## config.mk

```make
export PLATFORM = sky130hd
export DESIGN_NAME = cpu_step_ctrl
export DESIGN_NICKNAME = d
export VERILOG_FILES = /design/src/rtl/cpu_dbg_pkg.sv /design/src/rtl/cpu_step_ctrl.sv
export SDC_FILE = /design/constraint.sdc
export NUM_CORES = 1
export LEC_CHECK = 0
export ABC_AREA = 0
export BUFFER_PORTS_ARGS = -buffer_cell sky130_fd_sc_hd__buf_4
export CAP_MARGIN = 20
export CORE_MARGIN = 10
export CORE_UTILIZATION = 45
export DETAILED_ROUTE_END_ITERATION = 8
export PLACE_DENSITY = 0.83
export REMOVE_ABC_BUFFERS = 1
export SKIP_CTS_REPAIR_TIMING = 1
export SYNTH_ARGS = -nofsm -noshare
export SYNTH_HDL_FRONTEND = slang
export SYNTH_SLANG_ARGS = --single-unit
```

## constraint.sdc

```tcl
create_clock -name clk -period 4.1 [get_ports clk]
set_input_delay 0.41 -clock clk [delete_from_list [all_inputs] [get_ports clk]]
set_output_delay 0.41 -clock clk [all_outputs]
set_load 0.01 [all_outputs]
```

## src/rtl/cpu_dbg_pkg.sv

```systemverilog
// ============================================================================
// Module      : cpu_dbg_pkg
// Description : Shared types and codes for the CPU run/single-step controller:
//               controller state encoding and stop-cause codes.
// Revision    : 1.0 - initial release
// ============================================================================
`default_nettype none

package cpu_dbg_pkg;

    // Controller states; two bits cover all four.
    typedef enum logic [1:0] {
        ST_IDLE = 2'd0,
        ST_STEP = 2'd1,
        ST_RUN  = 2'd2,
        ST_DONE = 2'd3
    } state_e;

    // Reason the last burst or run ended, as reported on stop_cause.
    localparam logic [1:0] CAUSE_USER = 2'd0;
    localparam logic [1:0] CAUSE_STEP = 2'd1;
    localparam logic [1:0] CAUSE_HALT = 2'd2;
    localparam logic [1:0] CAUSE_BP   = 2'd3;

endpackage : cpu_dbg_pkg

`default_nettype wire

```

## src/rtl/cpu_step_ctrl.sv

```systemverilog
// ============================================================================
// Module      : cpu_step_ctrl
// Description : Run/single-step controller gating CPU execution through a
//               clock-enable. Converts a run level or a counted step request
//               into enabled CPU cycles, stops on HALT or a PC breakpoint,
//               and reports the stop cause plus a running enabled-cycle count.
// Revision    : 1.0 - initial release
// ============================================================================
`default_nettype none

module cpu_step_ctrl
    import cpu_dbg_pkg::*;
#(
    parameter int PC_W   = 32,
    parameter int CNT_W  = 32,
    parameter int STEP_W = 16
) (
    input  logic              clk,
    input  logic              rst_n,
    input  logic              step_req,
    input  logic [STEP_W-1:0] step_count,
    input  logic              run_req,
    input  logic              bp_en,
    input  logic [PC_W-1:0]   bp_addr,
    input  logic [PC_W-1:0]   pc,
    input  logic              halt_instr,
    output logic              cpu_en,
    output logic              busy,
    output logic              done,
    output logic [1:0]        stop_cause,
    output logic [CNT_W-1:0]  cycle_cnt
);

    localparam logic [STEP_W-1:0] STEP_ONE = {{(STEP_W-1){1'b0}}, 1'b1};
    localparam logic [CNT_W-1:0]  CNT_ZERO = {CNT_W{1'b0}};

    state_e              state_q,     state_d;
    logic [STEP_W-1:0]   remaining_q, remaining_d;
    logic                first_q,     first_d;
    logic [1:0]          cause_q,     cause_d;
    logic [CNT_W-1:0]    cnt_q,       cnt_d;

    logic                stop_halt;
    logic                stop_bp;

    // Stop detection: HALT always wins; the breakpoint is masked on the first
    // cycle after a start so execution can resume from a breakpointed PC.
    always_comb begin
        stop_halt = halt_instr;
        stop_bp   = bp_en && (pc == bp_addr) && !first_q;
    end

    // Next-state, step bookkeeping and Mealy enable generation.
    always_comb begin
        state_d     = state_q;
        remaining_d = remaining_q;
        first_d     = first_q;
        cause_d     = cause_q;
        cpu_en      = 1'b0;
        busy        = 1'b0;
        done        = 1'b0;

        case (state_q)
            ST_IDLE: begin
                if (step_req) begin
                    state_d     = ST_STEP;
                    remaining_d = (step_count == {STEP_W{1'b0}}) ? STEP_ONE : step_count;
                    first_d     = 1'b1;
                end else if (run_req) begin
                    state_d = ST_RUN;
                    first_d = 1'b1;
                end
            end

            ST_STEP: begin
                busy    = 1'b1;
                first_d = 1'b0;
                if (stop_halt) begin
                    state_d = ST_DONE;
                    cause_d = CAUSE_HALT;
                end else if (stop_bp) begin
                    state_d = ST_DONE;
                    cause_d = CAUSE_BP;
                end else begin
                    cpu_en      = 1'b1;
                    remaining_d = remaining_q - STEP_ONE;
                    if (remaining_q == STEP_ONE) begin
                        state_d = ST_DONE;
                        cause_d = CAUSE_STEP;
                    end
                end
            end

            ST_RUN: begin
                busy    = 1'b1;
                first_d = 1'b0;
                if (stop_halt) begin
                    state_d = ST_DONE;
                    cause_d = CAUSE_HALT;
                end else if (stop_bp) begin
                    state_d = ST_DONE;
                    cause_d = CAUSE_BP;
                end else if (run_req) begin
                    cpu_en = 1'b1;
                end else begin
                    state_d = ST_DONE;
                    cause_d = CAUSE_USER;
                end
            end

            ST_DONE: begin
                done    = 1'b1;
                state_d = ST_IDLE;
            end

            default: begin
                state_d = ST_IDLE;
            end
        endcase
    end

    // Retired-cycle counter: counts every enabled cycle, wrapping naturally.
    always_comb begin
        cnt_d = cnt_q + {{(CNT_W-1){1'b0}}, cpu_en};
    end

    // State register with asynchronous reset so a burst is abandoned at once.
    always_ff @(posedge clk or negedge rst_n) begin
        if (!rst_n) begin
            state_q     <= ST_IDLE;
            remaining_q <= {STEP_W{1'b0}};
            first_q     <= 1'b0;
            cause_q     <= CAUSE_USER;
            cnt_q       <= CNT_ZERO;
        end else begin
            state_q     <= state_d;
            remaining_q <= remaining_d;
            first_q     <= first_d;
            cause_q     <= cause_d;
            cnt_q       <= cnt_d;
        end
    end

    assign stop_cause = cause_q;
    assign cycle_cnt  = cnt_q;

endmodule : cpu_step_ctrl

`default_nettype wire

```

==> results.py <==
metrics = {
    "run_status": {
        "status": "completed",
    },
    "global_route": {
        "via_count_of_the_first_global_routing_pass": 3167,
        "grt_first_pass_wirelength_um": 15300,
        "grt_antenna_before_repair": 0,
        "grt_max_degree": 54,
        "global_route.usage.met2_pct": 28.6,
        "globalRouteOverflowTotal": 0,
        "met3_usage_pct": 7.74,
        "groute.usage.overall_pct": 16.6,
        "grt_use_met1_pct": 18.3,
        "most_crowded_layer_gr": "met2",
    },
    "yosys": {
        "synth.top_cell.area_share_pct": 41.4,
        "synth_enable_flop_cells": 0,
        "synth_cells": 338,
        "asyncSetResetFlopFracSynth_pct": 100,
        "synth.cell_area_um2": 3200,
        "post_synth_main_area_contributors": "sky130_fd_sc_hd__dfrtp_1, sky130_fd_sc_hd__xor2_1, sky130_fd_sc_hd__xnor2_1",
        "postSynth.topFlopCell": "sky130_fd_sc_hd__dfrtp_1",
        "post_synth_num_cell_types": 49,
        "synth.avg_cell_area_um2": 9.47,
        "synth_area_leader_cell": "sky130_fd_sc_hd__dfrtp_1",
        "netlist_top_cells_count": "sky130_fd_sc_hd__dfrtp_1, sky130_fd_sc_hd__nand2_1, sky130_fd_sc_hd__xor2_1, sky130_fd_sc_hd__xnor2_1, sky130_fd_sc_hd__nor2_1",
        "synth.most_common_cell": "sky130_fd_sc_hd__dfrtp_1",
        "synth.ff_latch_count": 53,
        "synth-seq-area-share_pct": 41.4,
        "synth_warnings": 0,
    },
    "run": {
        "timing.max_cap.violations": 0,
    },
    "sta": {
        "layout_min_cycle_time_ns": 3.12,
        "max_freq_ghz": 0.320,
        "finalHoldViolCount": 0,
        "accumulated_negative_setup_slack_ns": 0,
        "finClkSkew_ns": 0.00700,
        "relSlewSlack_pct": 57.0,
        "setup_viol": 0,
        "worst_slew_pin_slew_ns": 0.645,
        "period_share_pct": 76.1,
        "rsz0062_at_grt": "no",
        "slew_violations": 0,
    },
    "floorplan": {
        "floorplan.initialDensity_pct": 46.6,
        "std_cell_rows": 30,
        "floorplan.die.height_um": 104,
        "die_width_um": 104,
        "coreArea_um2": 6870,
        "die_area_um2": 10900,
        "design.portCount": 123,
    },
    "placement": {
        "dp_hpwl_um": 7710,
        "globalplace.congestion": 0.937,
        "dpl-instance-area_um2": 4230,
        "port-buffer-count": 122,
    },
    "setup_path": {
        "max_stage_delay_ns": 0.48,
        "worstReg2RegEnd": "remaining_q[4]",
        "start_kind": "flop",
        "rr_startpoint": "state_q[1]",
        "cp_num_buf_inv": 2,
        "critPathSlowestCell": "sky130_fd_sc_hd__ha_1",
        "critPathRequiredTime_ns": 4.28,
        "reg2reg_depth": 7,
        "critical-path-top-delay-family": "simple AND/OR/NAND/NOR gates",
        "setup.reg_to_reg.worst_slack_ns": 0.98,
        "worstSetupStartpoint": "state_q[1]",
        "path_max_fanout": 13,
        "end_kind": "flop",
        "cp.arrival_ns": 3.30,
        "worstSetupPathType": "flop to flop",
        "timing.critical_path.cells": "inv_1 > ha_1 > clkinv_1 > nor2_1 > nand2_1 > or2_2 > o311ai_0",
    },
    "power": {
        "switching_power_summed_over_all_nets_mw": 0.774,
        "power_per_cell_area_nw_per_um2": 449,
        "power.ir.vdd_worst_v": 0.000219,
        "power.internal_mw": 1.16,
        "power.combinational.fraction_pct": 45.2,
        "power.leakage_nw": 2.06,
        "power.sequential.fraction_pct": 39.9,
        "netSwitchingFraction_pct": 40.0,
        "relative_contribution_of_the_clock_network_to_total_power_pct": 14.9,
    },
    "drt": {
        "num_vias": 3033,
        "post_drt_wl_per_cell_um": 16.8,
        "wirelength_um": 9400,
        "drt_first_pass_iters": 4,
        "drt_drc_violations_left": 0,
        "final_antenna_net_count": 0,
        "first_iter_violations": 165,
        "vias_per_cell": 5.43,
    },
    "hold_path": {
        "class_of_the_worst_hold_path": "primary input to async pin",
    },
    "finish": {
        "fin_nets": 556,
        "area_growth_from_synthesis_to_layout_pct": 34.7,
        "fillCellCount": 581,
        "final_design_area_no_fill_um2": 4310,
        "drive_gt1_share_pct": 30.7,
        "num_antenna_cells": 0,
    },
    "clock_network": {
        "cts-buffers-inserted": 5,
        "htree_num_levels": 2,
        "cts.sink_count": 53,
        "cts_tree": "built",
        "path_clk_slew_ns": 0.10,
        "clock_root_buffer": "sky130_fd_sc_hd__clkbuf_8",
        "clock_path_buffers": 2,
        "clkLatencyLatePin_ns": 0.30,
    },
}
==> metal layers <==
metal  routed length [µm]  vias up  share of wire (%)
met5                    0        -                  0
met4                   59        0               0.63
met3                 1070       10                 11
met2                 4640      145                 49
met1                 3630     1417                 39
li1                     -     1461                  -
==> flip-flops by register name (all words and copies together) (netlist names) <==
register / count
cycle_cnt: 32
first_q: 1
remaining_q: 16
state_q: 2
stop_cause: 2
==> cell usage in the layout (no fill, tap or decap), drive strengths merged, types with 2 or more instances in the layout <==
| cell | Yosys | final |
|---|---|---|
| or2 | 2 | 2 |
| clkbuf | 6 | 6 |
| a211o | 3 | 3 |
| xor2 | 34 | 34 |
| nand2 | 41 | 41 |
| nor4 | 17 | 17 |
| or3 | 6 | 6 |
| o211ai | 3 | 3 |
| buf | 1 | 124 |
| inv | 13 | 13 |
| nand3 | 16 | 16 |
| xnor2 | 28 | 28 |
| ha | 8 | 8 |
| clkinvlp | 0 | 2 |
| o31ai | 5 | 5 |
| and3 | 8 | 8 |
| o221a | 3 | 3 |
| nand2b | 4 | 4 |
| nor3 | 8 | 8 |
| o21ai | 10 | 10 |
| or4 | 2 | 2 |
| a31oi | 2 | 2 |
| and4 | 5 | 5 |
| nor2 | 20 | 20 |
| a21oi | 6 | 6 |
| dfrtp | 53 | 53 |
| and2 | 3 | 3 |
| nand4 | 7 | 7 |
| o311ai | 6 | 6 |
==> power by group through the flow <==
stage	Combinational, mW	Sequential, mW	Clock, mW
after floorplan	0.561	0.758	0
after global placement	0.845	0.768	0
after detailed placement	0.871	0.776	0
after CTS	0.874	0.768	0.300
after global routing	0.975	0.792	0.324
final	0.875	0.773	0.290
==> through the flow <==
| stage | total power [mW] | instances | hold slack [ns] | worst slack (ns) | util [%] |
|---|---|---|---|---|---|
| after floorplan | 1.32 | 331 | 0.114 | 0.924 | - |
| after global placement | 1.61 | 551 | 0.460 | 0.908 | 61.5 |
| after detailed placement | 1.65 | 551 | 0.462 | 0.807 | 61.5 |
| after CTS | 1.94 | 559 | 0.151 | 0.999 | 62.8 |
| after global routing | 2.09 | 559 | 0.173 | 0.802 | 62.8 |
| final | 1.94 | 559 | 0.131 | 0.978 | 62.8 |
==> final cells by class <==
type	instances	area [µm²]	share of cell area, %
Timing Repair Buffer	124	931	21.6
Tap cell	96	120	2.79
Multi-Input combinational cell	264	1800	41.6
Sequential cell	53	1330	30.8
Clock inverter	2	15.0	0.348
Inverter	14	52.6	1.22
Clock buffer	6	72.6	1.68
==> worst max path at each step <==
stage                      to  slack [ns]  cells after the start
2_1_floorplan   cycle_cnt[30]        0.92                     12
3_3_place_gp    cycle_cnt[30]        0.91                     14
3_5_place_dp    cycle_cnt[30]        0.81                     14
4_1_cts        remaining_q[4]         1.0                      7
5_1_grt         cycle_cnt[30]        0.80                     11
6_report       remaining_q[4]        0.98                      7
==> logic make-up (layout without fill, tap and decap cells) <==
group / after synthesis / after routing / synth area share (%)
compound gates: 52 / 52 / 12.6
xor+xnor: 62 / 62 / 17.0
fa+ha+maj: 8 / 8 / 3.13
buf+inv: 21 / 146 / 2.50
flops: 53 / 53 / 41.4
mux: 1 / 1 / 0.352
simple gates: 141 / 141 / 23.0
Power figures use the tool's default switching activity.
